===== src/rtl/row_scan_pkg.sv =====
// Shared types, default sizing and helpers for the row scan controller.
package row_scan_pkg;

    typedef enum logic [1:0] {
        S_IDLE  = 2'b00,
        S_DWELL = 2'b01,
        S_BLANK = 2'b10
    } state_e;

    localparam int N_ROWS_DEF = 8;
    localparam int DWELL_DEF  = 4;
    localparam int BLANK_DEF  = 1;

    // Width of a row index for a bank of n rows (at least one bit).
    function automatic int sel_w(input int n);
        if (n < 2) begin
            return 1;
        end else begin
            return $clog2(n);
        end
    endfunction

endpackage


===== src/rtl/row_next_find.sv =====
// Combinational search for the next enabled row: the lowest set mask bit
// strictly above cur, or the lowest set bit overall when from_start is high.
module row_next_find #(
    parameter int N_ROWS = 8,
    parameter int SEL_W  = 3
) (
    input  logic [N_ROWS-1:0] mask,
    input  logic [SEL_W-1:0]  cur,
    input  logic              from_start,
    output logic              found,
    output logic [SEL_W-1:0]  idx
);

    // Scan from the top down so the last hit written is the lowest eligible row.
    always_comb begin
        found = 1'b0;
        idx   = {SEL_W{1'b0}};
        for (int i = N_ROWS - 1; i >= 0; i--) begin
            if (mask[i] && (from_start || (i > int'(cur)))) begin
                found = 1'b1;
                idx   = SEL_W'(i);
            end else begin
                found = found;
            end
        end
    end

endmodule


===== src/rtl/row_scan_ctrl.sv =====
// Row scan controller feeding the 3-to-8 decoder: steps through enabled rows
// in ascending order, holds each for DWELL cycles with a BLANK-cycle enable-low
// gap between rows, and pulses frame_done at the end of a frame.
// Optional build macro ROW_SCAN_CONT_EN: continuous scanning, wrapping back to
// the lowest enabled row after each frame until stop or reset.
module row_scan_ctrl
    import row_scan_pkg::*;
#(
    parameter int N_ROWS = N_ROWS_DEF,
    parameter int DWELL  = DWELL_DEF,
    parameter int BLANK  = BLANK_DEF,
    parameter int SEL_W  = sel_w(N_ROWS)
) (
    input  logic              clk,
    input  logic              rst_n,
    input  logic              start,
    input  logic              stop,
    input  logic [N_ROWS-1:0] row_mask,
    output logic [SEL_W-1:0]  sel,
    output logic              en,
    output logic              busy,
    output logic              frame_done
);

    localparam int CNT_MAX = (DWELL > BLANK) ? DWELL : BLANK;
    localparam int CNT_W   = $clog2(CNT_MAX + 1);
    localparam logic [CNT_W-1:0] CNT_ZERO   = {CNT_W{1'b0}};
    localparam logic [CNT_W-1:0] CNT_ONE    = CNT_W'(1);
    localparam logic [CNT_W-1:0] DWELL_LOAD = CNT_W'(DWELL - 1);
    localparam logic [CNT_W-1:0] BLANK_LOAD = CNT_W'((BLANK > 0) ? (BLANK - 1) : 0);

    state_e             state_q, state_d;
    logic [CNT_W-1:0]   cnt_q, cnt_d;
    logic [SEL_W-1:0]   sel_q, sel_d;
    logic [SEL_W-1:0]   next_q, next_d;   // row to enter when the blanking gap ends
    logic               en_q, en_d;
    logic               busy_q, busy_d;
    logic               fd_q, fd_d;
    logic               nf_found;
    logic [SEL_W-1:0]   nf_idx;

    // From IDLE the finder returns the first row; otherwise the row above sel.
    row_next_find #(.N_ROWS(N_ROWS), .SEL_W(SEL_W)) u_next (
        .mask       (row_mask),
        .cur        (sel_q),
        .from_start (state_q == S_IDLE),
        .found      (nf_found),
        .idx        (nf_idx)
    );

`ifdef ROW_SCAN_CONT_EN
    logic               wrap_q, wrap_d;   // blanking gap ends with a wrap to the first row
    logic               ff_found;
    logic [SEL_W-1:0]   ff_idx;

    // Wrap-point lookup: lowest enabled row of the current mask.
    row_next_find #(.N_ROWS(N_ROWS), .SEL_W(SEL_W)) u_first (
        .mask       (row_mask),
        .cur        (sel_q),
        .from_start (1'b1),
        .found      (ff_found),
        .idx        (ff_idx)
    );
`endif

    // Next-state, counter and registered-output computation.
    always_comb begin
        state_d = state_q;
        cnt_d   = cnt_q;
        sel_d   = sel_q;
        next_d  = next_q;
        en_d    = en_q;
        busy_d  = busy_q;
        fd_d    = 1'b0;
`ifdef ROW_SCAN_CONT_EN
        wrap_d  = wrap_q;
`endif
        case (state_q)
            S_IDLE: begin
                if (start && nf_found) begin
                    state_d = S_DWELL;
                    sel_d   = nf_idx;
                    cnt_d   = DWELL_LOAD;
                    en_d    = 1'b1;
                    busy_d  = 1'b1;
                end else if (start) begin
                    fd_d = 1'b1;
                end else begin
                    state_d = S_IDLE;
                end
            end
            S_DWELL: begin
                if (cnt_q != CNT_ZERO) begin
                    cnt_d = cnt_q - CNT_ONE;
                end else if (nf_found) begin
                    if (BLANK > 0) begin
                        state_d = S_BLANK;
                        next_d  = nf_idx;
                        cnt_d   = BLANK_LOAD;
                        en_d    = 1'b0;
                    end else begin
                        sel_d = nf_idx;
                        cnt_d = DWELL_LOAD;
                    end
                end else begin
                    fd_d = 1'b1;
`ifdef ROW_SCAN_CONT_EN
                    if (BLANK > 0) begin
                        state_d = S_BLANK;
                        wrap_d  = 1'b1;
                        cnt_d   = BLANK_LOAD;
                        en_d    = 1'b0;
                    end else if (ff_found) begin
                        sel_d = ff_idx;
                        cnt_d = DWELL_LOAD;
                    end else begin
                        state_d = S_IDLE;
                        en_d    = 1'b0;
                        busy_d  = 1'b0;
                    end
`else
                    state_d = S_IDLE;
                    en_d    = 1'b0;
                    busy_d  = 1'b0;
`endif
                end
            end
            S_BLANK: begin
                if (cnt_q != CNT_ZERO) begin
                    cnt_d = cnt_q - CNT_ONE;
`ifdef ROW_SCAN_CONT_EN
                end else if (wrap_q) begin
                    wrap_d = 1'b0;
                    if (ff_found) begin
                        state_d = S_DWELL;
                        sel_d   = ff_idx;
                        cnt_d   = DWELL_LOAD;
                        en_d    = 1'b1;
                    end else begin
                        state_d = S_IDLE;
                        busy_d  = 1'b0;
                    end
`endif
                end else begin
                    state_d = S_DWELL;
                    sel_d   = next_q;
                    cnt_d   = DWELL_LOAD;
                    en_d    = 1'b1;
                end
            end
            default: begin
                state_d = S_IDLE;
                cnt_d   = CNT_ZERO;
                en_d    = 1'b0;
                busy_d  = 1'b0;
            end
        endcase

        // Abort wins over everything, including a same-cycle start.
        if (stop) begin
            state_d = S_IDLE;
            cnt_d   = CNT_ZERO;
            sel_d   = sel_q;
            en_d    = 1'b0;
            busy_d  = 1'b0;
            fd_d    = 1'b0;
`ifdef ROW_SCAN_CONT_EN
            wrap_d  = 1'b0;
`endif
        end else begin
            state_d = state_d;
        end
    end

    // State, counter and output registers with asynchronous reset.
    always_ff @(posedge clk or negedge rst_n) begin
        if (!rst_n) begin
            state_q <= S_IDLE;
            cnt_q   <= CNT_ZERO;
            sel_q   <= {SEL_W{1'b0}};
            next_q  <= {SEL_W{1'b0}};
            en_q    <= 1'b0;
            busy_q  <= 1'b0;
            fd_q    <= 1'b0;
`ifdef ROW_SCAN_CONT_EN
            wrap_q  <= 1'b0;
`endif
        end else begin
            state_q <= state_d;
            cnt_q   <= cnt_d;
            sel_q   <= sel_d;
            next_q  <= next_d;
            en_q    <= en_d;
            busy_q  <= busy_d;
            fd_q    <= fd_d;
`ifdef ROW_SCAN_CONT_EN
            wrap_q  <= wrap_d;
`endif
        end
    end

    assign sel        = sel_q;
    assign en         = en_q;
    assign busy       = busy_q;
    assign frame_done = fd_q;

endmodule


===== config.mk =====
export PLATFORM = sky130hd
export DESIGN_NAME = row_scan_ctrl
export DESIGN_NICKNAME = d
export VERILOG_FILES = /design/src/rtl/row_scan_pkg.sv /design/src/rtl/row_next_find.sv /design/src/rtl/row_scan_ctrl.sv
export SDC_FILE = /design/constraint.sdc
export NUM_CORES = 1
export LEC_CHECK = 0
export ABC_AREA = 1
export BUFFER_PORTS_ARGS = -buffer_cell sky130_fd_sc_hd__clkbuf_2
export CAP_MARGIN = 20
export CORE_ASPECT_RATIO = 2
export CORE_MARGIN = 2
export CORE_UTILIZATION = 31
export CTS_CLUSTER_SIZE = 12
export DETAILED_ROUTE_END_ITERATION = 8
export SYNTH_ARGS = -nofsm -noshare
export SYNTH_HDL_FRONTEND = slang
export SYNTH_HIERARCHICAL = 1
export SYNTH_SLANG_ARGS = --single-unit

===== constraint.sdc =====
create_clock -name clk -period 5 [get_ports clk]
set_clock_uncertainty 0.15 [all_clocks]
set_input_delay 0.25 -clock clk [delete_from_list [all_inputs] [get_ports clk]]
set_output_delay 0.25 -clock clk [all_outputs]
set_load 0.01 [all_outputs]

==> results of run 1 <==
## cell type report
class                      count  share of cell area (%)
multi-input combinational    108                   45.84
clock buffer                   4                   4.944
sequential                    14                   31.46
timing repair buffer          18                   8.539
inverter                      17                   5.843
tap                           30                   3.371
## timing repair
item	4_1_cts	5_1_grt
hold buffers	1	0
endpoints found under the hold margin	14	0
setup buffers	0	0
## sequential cells by signal, indices dropped and copies added, names as in the netlist
| signal | count |
|---|---|
| next_q | 3 |
| sel | 3 |
| cnt_q | 3 |
| busy | 1 |
| en | 1 |
| state_q | 2 |
| frame_done | 1 |
## metal layers
metal | part of all wire [%] | up-vias | GRT usage [%] | routed length [µm]
li1 | - | 490 | - | -
met5 | 0 | - | 0 | 0
met3 | 3.3 | 5 | 2.444 | 73
met4 | 2.9 | 0 | 9.375 | 66
met1 | 39 | 434 | 14.09 | 877
met2 | 55 | 18 | 28.64 | 1224
## through the flow
step	instance area [µm²]	util [%]	total power, W	setup WS (ns)
5_1_grt	1114	38.30	0.0006141	2.424
3_3_place_gp	1049	36.06	0.0004471	2.776
4_1_cts	1114	38.30	0.0005691	2.677
6_report	1114	38.30	0.0005646	2.676
2_1_floorplan	925.9	-	0.0003805	2.983
3_5_place_dp	1049	36.06	0.0004515	2.699
## path summary, 6_finish.rpt
path	startpoint	to	slack [ns]	depth (start not counted)
max	state_q[1]$_DFFE_PN0P_	cnt_q[0]$_DFFE_PN0P_	2.68	12
max in group asynchronous	rst_n	sel[2]$_DFFE_PN0P_	4.14	2
min in group asynchronous	rst_n	busy$_DFFE_PN0P_	0.29	2
min reg2reg	en$_DFFE_PN0P_	en$_DFFE_PN0P_	0.32	2
min	start	frame_done$_DFF_PN0_	0.15	3
max reg2reg	state_q[1]$_DFFE_PN0P_	cnt_q[0]$_DFFE_PN0P_	2.68	12
## power groups by stage
stage	combinational, W	sequential (W)	clock, W
2_1_floorplan	0.000183	0.000197	0
3_3_place_gp	0.000252	0.000195	0
3_5_place_dp	0.000255	0.000196	0
4_1_cts	0.000257	0.000194	0.000118
5_1_grt	0.000291	0.000201	0.000122
6_report	0.000254	0.000195	0.000116
## placed cells by master (no fill, tap or decap), types with 2 or more instances in the layout
master    netlist  routed
nand3_1         7       7
o21ai_1         3       3
o211ai_1        2       2
inv_2           2       2
nor2_1         19      19
nand4_1         6       6
o21ai_0         3       3
clkbuf_2        0      17
clkbuf_8        0       4
nand2_1        46      46
nand2_2         6       6
inv_1          14      14
nor2_2          3       3
dfrtp_1        14      14
a21oi_1         7       7
## cell families after synthesis
group / Yosys count / synth area share, %
AO/OA/AOI/OAI: 17 / 10.54
flip-flops: 14 / 37.84
buffers and inverters: 17 / 7.027
AND/OR/NAND/NOR: 91 / 44.60
## worst max-delay path, stage by stage (launching register included)
cell and delay, ns:
dfrtp_1 0.48, nor2_2 0.15, inv_2 0.11, nand2_2 0.08, o21ai_2 0.16, nand2_1 0.08
nor2_1 0.16, nand4_1 0.19, nor2_1 0.20, nand4_1 0.23, nand2_2 0.15, nand2_1 0.06
nand2_1 0.06
==> results.toml, run 1 <==
[logic_synthesis]
yosys-top-cells-count = "46 x nand2_1, 19 x nor2_1, 14 x dfrtp_1, 14 x inv_1"
syn_avg_cell_area_um2 = 6.661
synth.distinct_cells = 20
ys_async_sr_fraction_pct = 100.0
synth_flop_cell = "dfrtp_1"
netlist_top_cells_area = "dfrtp_1 38%, nand2_1 19%, nor2_1 7.7%, inv_1 5.7%, nand2_2 4.1%"
netlist_instances = 139
yosysTopAreaCell = "dfrtp_1"
synth-edff-count = 0
synth-seq-area-share_pct = 37.84
synth-seq-cells = 14
yosysMostFrequentCell = "nand2_1"
syn-num-nets = 151
synth_top_area_share_pct = 37.84
ys_warn_count = 6
syn-cell-area_um2 = 925.9

[pwr]
switching_power_w = 0.0002515
pwr-share-seq_pct = 34.5
leakage_nw = 0.6207
irDropWorstVdd_mv = 0.1526
internal-power_w = 0.0003131
p_comb_share_pct = 45.0
pwr-share-clk_pct = 20.5
power.density_nw_per_um2 = 507.0
switching_share_pct = 44.54

[setup_path]
path_max_fanout = 8
critical_path_class = "reg -> reg"
setup.worst_path.start_class = "flip-flop"
crit_arrival_ns = 2.38
worstPathRequired_ns = 5.05
endpoint_kind = "flip-flop"

[detailed_routing]
dr.pass1.iters = 4
post_drt_via_cell_ratio = 4.958
route.vias.total = 947
drc = 0
wirelength_um = 2242
drt_iter0_drc = 27
wl_per_cell_um = 11.74
ant_nets = 0

[place]
dp_cells = 186
portBuffers = 17
place.gp.congestion = 0.8469
dp_hpwl_um = 1834

[layout]
final-seq-area_um2 = 350.3
layout.nets = 174
syn_to_final_growth_pct = 20.27
final_cells = 191
antenna_cells = 0
drive_gt1_share_pct = 23.60
multi_input_area_um2 = 510.5
fill_cells = 309

[sta]
holdWs_ns = 0.1486
relSlewSlack_pct = 74.75
drv_slew = 0
fin_crit_ns = 2.324
hold_violations = 0
rsz0062_at_grt = "no"
fin_crit_sh_pct = 46.48
fin_setup_tns_ns = 0
setup_viol = 0
fmax_mhz = 430.2
worst_pin_slew_ns = 0.3787

[clocking]
clk_pin_slew_ns = 0.06
cts.path.max_buffers = 2
cts_sinks = 14
clock_latency_ns = 0.26
root_buffer = "clkbuf_8"
htreeDepth = 1
numCtsBuffers = 3
cts_resized = 0
cts_tree = "built"

[die]
core_um2 = 2908
die_area_um2 = 3467
fp.dieH_um = 81.29
start_util_pct = 31.84
rows = 28
die_w_um = 42.65
ios = 18

[global_routing]
grt_overflow = 0
first_global_vias = 915
grtUsageTotal_pct = 14.99
antenna_found_initial = 0
grt_max_degree = 15
grt_pass1_wl_um = 3912

[worst_hold_path]
hp-class = "in -> reg"

[job]
drv_cap = 0

[outcome]
run_status = "completed"
Note: power is estimated with default switching activity, not from simulation.
==> run 2: changes to the inputs <==
- clock period: 5 -> 1.9 ns (I/O delays scaled with it)
==> run 2 against run 1 <==
Effect of this change:
- the flow now finishes with violations (negative setup slack)
- clock-buffer cell count is the same
- non-clock buffer count grew 26
- wire length grew 25%
- fmax grew 17%
- hold slack lost 0.053 ns
- first-iteration DRC count shrank 26%
- sequential power grew 150%
- critical path type unchanged
- critical endpoint is now next_q[0]$_DFFE_PN0P_
- largest power group unchanged
- highest routed layer unchanged
==> results.toml, run 2 (same netlist as run 1, synthesis figures left out) <==
[clocking]
cts_tree = "built"
clock_latency_ns = 0.25
numCtsBuffers = 3
htreeDepth = 1
cts_sinks = 14
clk_pin_slew_ns = 0.06
root_buffer = "clkbuf_8"
cts.path.max_buffers = 2

[layout]
fill_cells = 295
layout_commonest_cell = "nand2_1"
final_cells = 217
syn_to_final_growth_pct = 52.97
final_core_util_pct = 48.71
drive_gt1_share_pct = 44.39
antenna_cells = 0
final_cell_mix = "40 x nand2_1, 25 x buf_4, 17 x clkbuf_2"
layout.nets = 200

[detailed_routing]
drc = 0
route.vias.total = 1091
post_drt_via_cell_ratio = 5.028
wl_per_cell_um = 12.87
drt_iter0_drc = 20
ant_nets = 0
wirelength_um = 2793
dr.pass1.iters = 4

[pwr]
irDropWorstVdd_mv = 0.6441
leakage_nw = 0.7670
power.density_nw_per_um2 = 1325

[die]
fp.dieH_um = 81.29
core_um2 = 2908
die_area_um2 = 3467
start_util_pct = 31.84
ios = 18
rows = 28
die_w_um = 42.65

[sta]
rsz0062_at_grt = "yes"
relSlewSlack_pct = 75.76
drv_slew = 0
hold_violations = 0
fin_ws_ns = -0.08591
worst_pin_slew_ns = 0.3636
setup_viol = 13
fmax_mhz = 503.5
fin_crit_sh_pct = 104.5
fin_crit_ns = 1.986

[setup_path]
crit_path_cell_trace = "nor2_4 -> inv_2 -> nand2_4 -> nand2_2 -> a21oi_4 -> nor2_2 -> nand4_1 -> buf_4 -> nand4_1 -> buf_6 -> nor2_2 -> a21oi_1"
max_stage_delay_ns = 0.40
crit_arrival_ns = 1.96
crit_buf_inv = 3
setup.worst_path.start_class = "flip-flop"
path_max_fanout = 6
crit_family = "simple AND/OR/NAND/NOR gates"
endpoint_kind = "flip-flop"
critical-path-slowest-cell = "dfrtp_1"
critical_path_class = "reg -> reg"
worstPathRequired_ns = 1.88

[place]
pre_cts_ws_ns = -0.1130
place.gp.congestion = 0.8409
portBuffers = 17
dp_cells = 200
dp_hpwl_um = 2040

[global_routing]
grt_pass1_wl_um = 4574
grt_overflow = 0
grt_max_degree = 15
first_global_vias = 1103
antenna_found_initial = 0
grtUsageTotal_pct = 17.43

[worst_hold_path]
hp-class = "in -> reg"

[outcome]
violations = "negative setup slack"
run_status = "finished, violations left"

[job]
drv_cap = 0
==> run 2: changes by cell type in the layout (fill, tap and decap cells not counted), sizes merged <==
cell / delta
buf: +26
==> run 2: path summary, 6_finish.rpt <==
check	startpoint	to	slack, ns	cells after the start
setup / recovery	state_q[0]$_DFFE_PN0P_	next_q[0]$_DFFE_PN0P_	-0.09	12
hold / removal	stop	cnt_q[1]$_DFFE_PN0P_	0.1	4
setup reg to reg	state_q[0]$_DFFE_PN0P_	next_q[0]$_DFFE_PN0P_	-0.09	12
hold reg to reg	busy$_DFFE_PN0P_	busy$_DFFE_PN0P_	0.33	2
max in group asynchronous	rst_n	sel[2]$_DFFE_PN0P_	1.18	2
min in group asynchronous	rst_n	cnt_q[0]$_DFFE_PN0P_	0.14	2
==> run 2: power breakdown <==
group / switching, W / internal (W)
logic: 0.000629 / 0.000470
registers: 0.0000752 / 0.000411
clock network: 0.000108 / 0.000183
==> run 2: area by class of cell <==
| type | count | area [µm²] | area share (%) |
|---|---|---|---|
| clock buffers | 4 | 55.05 | 3.887 |
| inverters | 17 | 65.06 | 4.594 |
| multi-input cells | 108 | 611.8 | 43.20 |
| flip-flops and latches | 14 | 352.8 | 24.91 |
| well taps | 30 | 37.54 | 2.650 |
| repair buffers | 44 | 294.0 | 20.76 |
==> run 2: per-layer routing <==
metal	wire (µm)	up-vias	track usage (%)	share of wire, %
met5	0	-	0	0
met4	106	0	13.13	3.8
met3	82	10	2.000	2.9
met2	1633	29	33.33	58
met1	972	512	15.89	35
li1	-	540	-	-
==> run 2: repair_timing <==
action                                 4_1_cts  5_1_grt
gates resized for setup                     11       17
setup endpoints to repair                   13       14
buffers inserted                             8        4
hold buffers                                 1        0
endpoints found under the hold margin       14        0
pin swaps                                   15       13
==> run 2: worst reg2reg max path, cell delays in order (launching register included) <==
cell and delay, ns:
dfrtp_1 0.40, nor2_4 0.19, inv_2 0.08, nand2_4 0.10
nand2_2 0.07, a21oi_4 0.13, nor2_2 0.07, nand4_1 0.16
buf_4 0.15, nand4_1 0.08, buf_6 0.16, nor2_2 0.08
a21oi_1 0.05
==> run 2: through the flow <==
step / setup TNS, ns / cell area [µm²] / hold slack, ns / total power [W]
after floorplan: 0 / 932.1 / -0.3506 / 0.001013
after global placement: -0.6320 / 1160 / -0.1302 / 0.001340
after detailed placement: -0.9299 / 1160 / -0.1228 / 0.001351
after CTS: -0.1844 / 1334 / 0.08231 / 0.001778
after global routing: -2.741 / 1416 / 0.1170 / 0.002026
final: -0.7442 / 1416 / 0.09572 / 0.001877
